===== src/rtl/chmem_stream_reader.sv =====
// chmem_stream_reader: reads a burst of 16-bit words from a byte-addressed
// memory bank and streams them out high byte first over a valid/ready port.
module chmem_stream_reader #(
  parameter int unsigned ADDR_W = 6,
  parameter int unsigned WORD_W = 16
) (
  input  logic              clk,
  input  logic              rst,
  input  logic              start,
  input  logic [ADDR_W-1:0] base_index,
  input  logic [4:0]        word_count,
  output logic [ADDR_W-1:0] mem_index,
  input  logic [WORD_W-1:0] mem_data,
  output logic [7:0]        tx_data,
  output logic              tx_valid,
  input  logic              tx_ready,
  output logic              tx_last,
  output logic              busy,
  output logic              done
);

  localparam int unsigned CNT_W  = 5;
  localparam int unsigned BYTE_W = 8;

  typedef enum logic [2:0] {
    IDLE,
    FETCH,
    SEND_HI,
    SEND_LO,
    DONE
  } state_t;

  state_t              state;
  logic [BYTE_W-1:0]   word_lo_q;    // low byte of the fetched word; high byte sits in tx_data
  logic [CNT_W-1:0]    remaining_q;  // words still to send, including the current one
  logic                xfer_c;

  // A byte leaves the block when both sides agree on a rising edge.
  assign xfer_c = tx_valid & tx_ready;

  // Burst sequencer; mem_index is the index register itself.
  always_ff @(posedge clk or posedge rst) begin
    if (rst) begin
      state       <= IDLE;
      mem_index   <= '0;
      word_lo_q   <= '0;
      remaining_q <= '0;
      tx_data     <= '0;
      tx_valid    <= 1'b0;
      tx_last     <= 1'b0;
      busy        <= 1'b0;
      done        <= 1'b0;
    end else begin
      done <= 1'b0;
      case (state)
        IDLE: begin
          if (start) begin
            busy <= 1'b1;
            if (word_count != '0) begin
              // Word-aligned start: bit 0 of the byte index is forced low.
              mem_index   <= base_index & ~ADDR_W'(1);
              remaining_q <= word_count;
              state       <= FETCH;
            end else begin
              done  <= 1'b1;
              state <= DONE;
            end
          end
        end

        FETCH: begin
          tx_data   <= mem_data[WORD_W-1 -: BYTE_W];
          word_lo_q <= mem_data[BYTE_W-1:0];
          tx_valid  <= 1'b1;
          tx_last   <= 1'b0;
          state     <= SEND_HI;
        end

        SEND_HI: begin
          if (xfer_c) begin
            tx_data <= word_lo_q;
            tx_last <= (remaining_q == CNT_W'(1));
            state   <= SEND_LO;
          end
        end

        SEND_LO: begin
          if (xfer_c) begin
            tx_valid <= 1'b0;
            tx_last  <= 1'b0;
            if (remaining_q == CNT_W'(1)) begin
              done  <= 1'b1;
              state <= DONE;
            end else begin
              // Index wraps naturally at the bank size.
              mem_index   <= mem_index + ADDR_W'(2);
              remaining_q <= remaining_q - CNT_W'(1);
              state       <= FETCH;
            end
          end
        end

        DONE: begin
          busy  <= 1'b0;
          state <= IDLE;
        end

        default: begin
          tx_valid <= 1'b0;
          tx_last  <= 1'b0;
          busy     <= 1'b0;
          state    <= IDLE;
        end
      endcase
    end
  end

endmodule


===== config.mk =====
export PLATFORM = sky130hd
export DESIGN_NAME = chmem_stream_reader
export DESIGN_NICKNAME = d
export VERILOG_FILES = /design/src/rtl/chmem_stream_reader.sv
export SDC_FILE = /design/constraint.sdc
export NUM_CORES = 1
export LEC_CHECK = 0
export ABC_AREA = 1
export CAP_MARGIN = 20
export CORE_ASPECT_RATIO = 0.5
export CORE_UTILIZATION = 49
export CTS_BUF_LIST = sky130_fd_sc_hd__clkbuf_8
export DETAILED_ROUTE_END_ITERATION = 8
export PLACE_DENSITY = 0.83
export SYNTH_ARGS = -nofsm -noshare
export SYNTH_HDL_FRONTEND = slang
export SYNTH_SLANG_ARGS = --single-unit

===== constraint.sdc =====
create_clock -name clk -period 1.56 [get_ports clk]
set_input_delay 0.39 -clock clk [delete_from_list [all_inputs] [get_ports clk]]
set_output_delay 0.39 -clock clk [all_outputs]
set_load 0.02 [all_outputs]

; Yosys cells after proc, flatten, opt, wreduce, memory -nomap -nowiden
; Index checks and enable logic that the tools add are counted.
[word_totals]
reg_bits = 34
input_bits = 31
out_inout_bits = 18
word_cells = 67
[classes]
addsub = 2
eq_ne = 10
muxes = 29
n_bitwise = 4
n_reduce_logical = 13
[op_table]
columns = operator, count
row1 = $mux 6, 4
row2 = $mux 5, 4
row3 = $pmux 8 s2, 1
row4 = $mux 3, 5
row5 = $pmux 3 s4, 1
row6 = $pmux 6 s2, 1
row7 = $ne 2x2->1 const B, 5
row8 = $pmux 5 s2, 1
row9 = $mux 8, 1
row10 = $mux 1, 7
row11 = $add 6x2->6 const B, 1
row12 = $eq 3x2->1 const B, 2
row13 = $pmux 1 s3, 2
row14 = $reduce_and 2->1, 3
row15 = $reduce_and 3->1, 2
row16 = $reduce_or 3->1, 2
row17 = $eq 5x1->1 const B, 1
row18 = $reduce_and 5->1, 1
row19 = $reduce_bool 5->1, 1
row20 = $sub 5x1->5 const B, 1
row21 = $pmux 1 s2, 2
row22 = $reduce_bool 2->1, 2
row23 = $eq 3x1->1 const B, 1
row24 = $eq 3x3->1 const B, 1
row25 = 4 further kinds, 6

; Logic depth before layout (Yosys ltp)
[depth]
word_depth = 4
ltp_mapped = 8
mapped_depth_nobuf = 8

; Least setup slack after synthesis
; OpenSTA, ideal clock, no wires.
[synth_path]
path_type = reg2reg
start = reg mem_index[1]
end = reg mem_index[3]
setup_ns = 0.118
arrival_time_ns = 1.235
required_time_ns = 1.442
path_slack_ns = 0.207
stages_incl_launch_ff = 7
n_path_buf = 0
period_less_slack_ns = 1.353
cell_sequence = dfrtp_1 > ha_1 > or2_2 > nand3_1 > nand2_1 > nand3_1 > nand2_1
[synth_via]
elab_chain_cells = 4
[synth_rtl]
columns = item, line_no
row1 = "start, declared", 12  ; output logic [ADDR_W-1:0] mem_index,
row2 = "start signal, assigned", 61  ; mem_index <= base_index & ~ADDR_W'(1);
row3 = "start signal, assigned", 96  ; mem_index <= mem_index + ADDR_W'(2);
row4 = $add 6x2->6, 96
row5 = $mux 6, 91  ; if (remaining_q == CNT_W'(1)) begin
row6 = $mux 6, 88  ; if (xfer_c) begin
row7 = $pmux 6 s2, 55  ; case (state)
; Every way passes these cells. The select of a mux whose other input is x is not followed.
; A chain may end at the register's enable or synchronous reset.

; Worst setup path after layout
[layout_path]
start = in word_count[2]
end = reg remaining_q[4]
[layout_via]
elab_chain_cells = 3
[layout_rtl]
columns = item, line_no
row1 = "start, declared", 11  ; input logic [4:0] word_count,
row2 = $reduce_bool 5->1, 59  ; if (word_count != '0) begin
row3 = $ne 2x2->1 (no source line), --
row4 = $reduce_and 5->1 (no source line), --
row5 = "end signal, assigned", 62  ; remaining_q <= word_count;
row6 = "end signal, assigned", 97  ; remaining_q <= remaining_q - CNT_W'(1);
row7 = "end, declared", 35  ; logic [CNT_W-1:0] remaining_q;
; Every way passes these cells.

==> results.py <==
metrics = {
    "floorplan": {
        "fp.dieW_um": 85.8,
        "start_util_pct": 54.3,
        "core_um2": 3170,
        "dieArea_um2": 3770,
        "fp.dieH_um": 43.9,
        "rows": 14,
        "io_pins": 49,
    },
    "grt": {
        "grt_pass1_wl_mm": 6.53,
        "grt.total_usage_pct": 23.0,
        "grt_max_degree": 34,
        "grt_remaining_overflow": 0,
        "antenna_found_initial": 0,
        "grt_pass1_vias": 1531,
    },
    "detailed_routing": {
        "drc_errors": 0,
        "ant_nets": 0,
        "wirelength_mm": 4.08,
        "viasPerCell": 4.92,
        "wl_per_cell_um": 11.8,
        "dr_total_vias": 1701,
        "drt-initial-drc-count": 68,
        "dr.pass1.iters": 5,
    },
    "timing": {
        "setup_viol": 0,
        "timing_hold_violations_final": 0,
        "fin_ws_ps": 84.3,
        "drv_slew": 0,
        "fin_crit_sh_pct": 94.6,
        "finalSetupTns_ps": 0,
        "clock.fmax_mhz": 678,
        "period_needed_ps": 1480,
        "skew_ps": 3.58,
    },
    "placement": {
        "dp_hpwl_mm": 2.73,
        "io_buffers": 46,
        "place_ws_ps": -244,
        "place_congestion": 0.880,
    },
    "setup_path": {
        "cp.arrival_ps": 1650,
        "crit_buf_inv": 2,
        "worstSetupEndpointType": "register",
        "crit_type": "primary input to register",
        "cpPeakStageDelay_ps": 430,
        "required_ps": 1740,
        "cp_max_fo": 11,
        "start_kind": "primary input",
        "cpLargestDelayFamily": "simple AND/OR/NAND/NOR gates",
        "slowest_stage": "clkdlybuf4s50_1",
        "cp_cell_sequence": "clkdlybuf4s50_1, nor2_1, nand3_1, nor2_1, nor2_2, buf_6, nand3_1, nand2_1",
    },
    "synthesis": {
        "yosysWarningCount": 0,
        "syn_area_um2": 1720,
        "synth_top_area_cell": "dfrtp_1",
        "syn-num-nets": 268,
        "netlist_instances": 234,
        "synth_cell_type_count": 18,
        "synth-seq-cells": 33,
        "netlist.area_leader.share_pct": 48.0,
        "netlist_top_cells_area": "dfrtp_1 48%, nand2_1 21%, nand3_1 9.3%",
        "yosysSeqAreaShare_pct": 48.0,
        "syn_area_per_cell_um2": 7.35,
    },
    "cells_and_area": {
        "fin_util_pct": 78.2,
        "layout_commonest_cell": "nand2_1",
        "nets": 331,
        "syn_to_final_growth_pct": 44.1,
        "final_cell_mix": "93 x nand2_1, 33 x dfrtp_1, 31 x nand3_1",
        "n_antenna_cell": 0,
        "final_layout_size_suffix_gt1_share_pct": 11.1,
    },
    "clocking": {
        "cts-buffers-inserted": 5,
        "cts.clk_slew.worst_paths_ps": 70,
        "cts_buffer_depth": 2,
        "htree_levels": 2,
        "clk_latency_ps": 290,
        "clockRootBuffer": "clkbuf_8",
        "cts_tree": "yes",
        "cts_sinks": 33,
        "post_cts_buffers": 0,
    },
    "power": {
        "peakVddDrop_v": 0.000937,
        "p_leak_nw": 1.30,
        "p_per_area_nw_per_um2": 2070,
    },
    "flow_run": {
        "maxCapViolations": 0,
    },
    "run_status": {
        "status": "completed",
    },
    "hold_path": {
        "hp-class": "primary input to async pin",
    },
}
registers in the layout, indices dropped and copies added, names as in the netlist:
register	count
busy	1
done	1
state	3
tx_valid	1
tx_last	1
tx_data	8
mem_index	5
remaining_q	5
word_lo_q	8
layer usage:
layer | vias to the layer above | track usage, % | share of wire, %
met3 | 7 | 5.90 | 5.1
met1 | 780 | 28.1 | 47
met4 | 0 | 8.33 | 1.2
met2 | 44 | 40.5 | 47
li1 | 870 | - | -
met5 | - | 0 | 0
cell type report:
type	instances	area, um^2
clock buffer	5	68.8
clock inverter	3	65.1
fill	239	692
inverter	23	86.3
multi-input combinational	172	793
sequential	33	826
tap	48	60.1
timing repair buffer	62	579
metrics by stage:
step	total power, mW	hold slack, ps	area [um^2]	instances
3_5_place_dp	4.19	466	2330	337
6_report	5.13	466	2480	346
3_3_place_gp	4.10	464	2330	337
2_1_floorplan	3.19	449	1720	234
4_1_cts	5.06	465	2450	345
5_1_grt	5.58	483	2480	346
cells in the mapped netlist (all sizes together):
cell type / count
dfrtp: 33
nand3: 33
clkbuf: 1
nor2: 14
o21a: 5
or2: 1
o21ai: 17
inv: 23
ha: 3
conb: 1
a22o: 1
buf: 6
nand4: 2
nand2: 94
tightest hold or removal path: cells and delay by family:
kind,cells,cell delay [ps]
buffers and inverters,3,720
logic make-up after synthesis:
logic type	count (synthesis)	share of synthesized area, %
AO/OA/AOI/OAI	23	7.64
AND/OR/NAND/NOR	144	34.7
other	1	0.218
adder cells (fa/ha/maj)	3	2.18
flip-flops	33	48.0
buffers and inverters	30	7.27
power breakdown:
group	internal, mW	total (mW)	switching (mW)
clock network	0.635	0.962	0.327
registers	1.25	1.52	0.266
logic	1.05	2.64	1.59
total	2.94	5.13	2.18
path summary, 6_finish.rpt:
kind                                start              to  slack (ps)  cells past startpoint
max in group asynchronous             rst            busy         920                      3
setup / recovery            word_count[2]  remaining_q[4]          80                      8
hold reg to reg              word_lo_q[1]    word_lo_q[1]         480                      2
min in group clk             word_lo_q[1]    word_lo_q[1]         480                      2
hold / removal                        rst    word_lo_q[4]         470                      3
setup reg to reg           remaining_q[2]  remaining_q[4]         100                      7
what timing repair did:
| item | 4_1_cts | 5_1_grt |
|---|---|---|
| hold buffers | 0 | 0 |
| gates cloned | 0 | 1 |
| endpoints found under the setup margin | 20 | 9 |
| pin swaps | 0 | 2 |
| hold endpoints to repair | 0 | 0 |
| gates resized for setup | 18 | 7 |
Power figures use the tool's default switching activity.
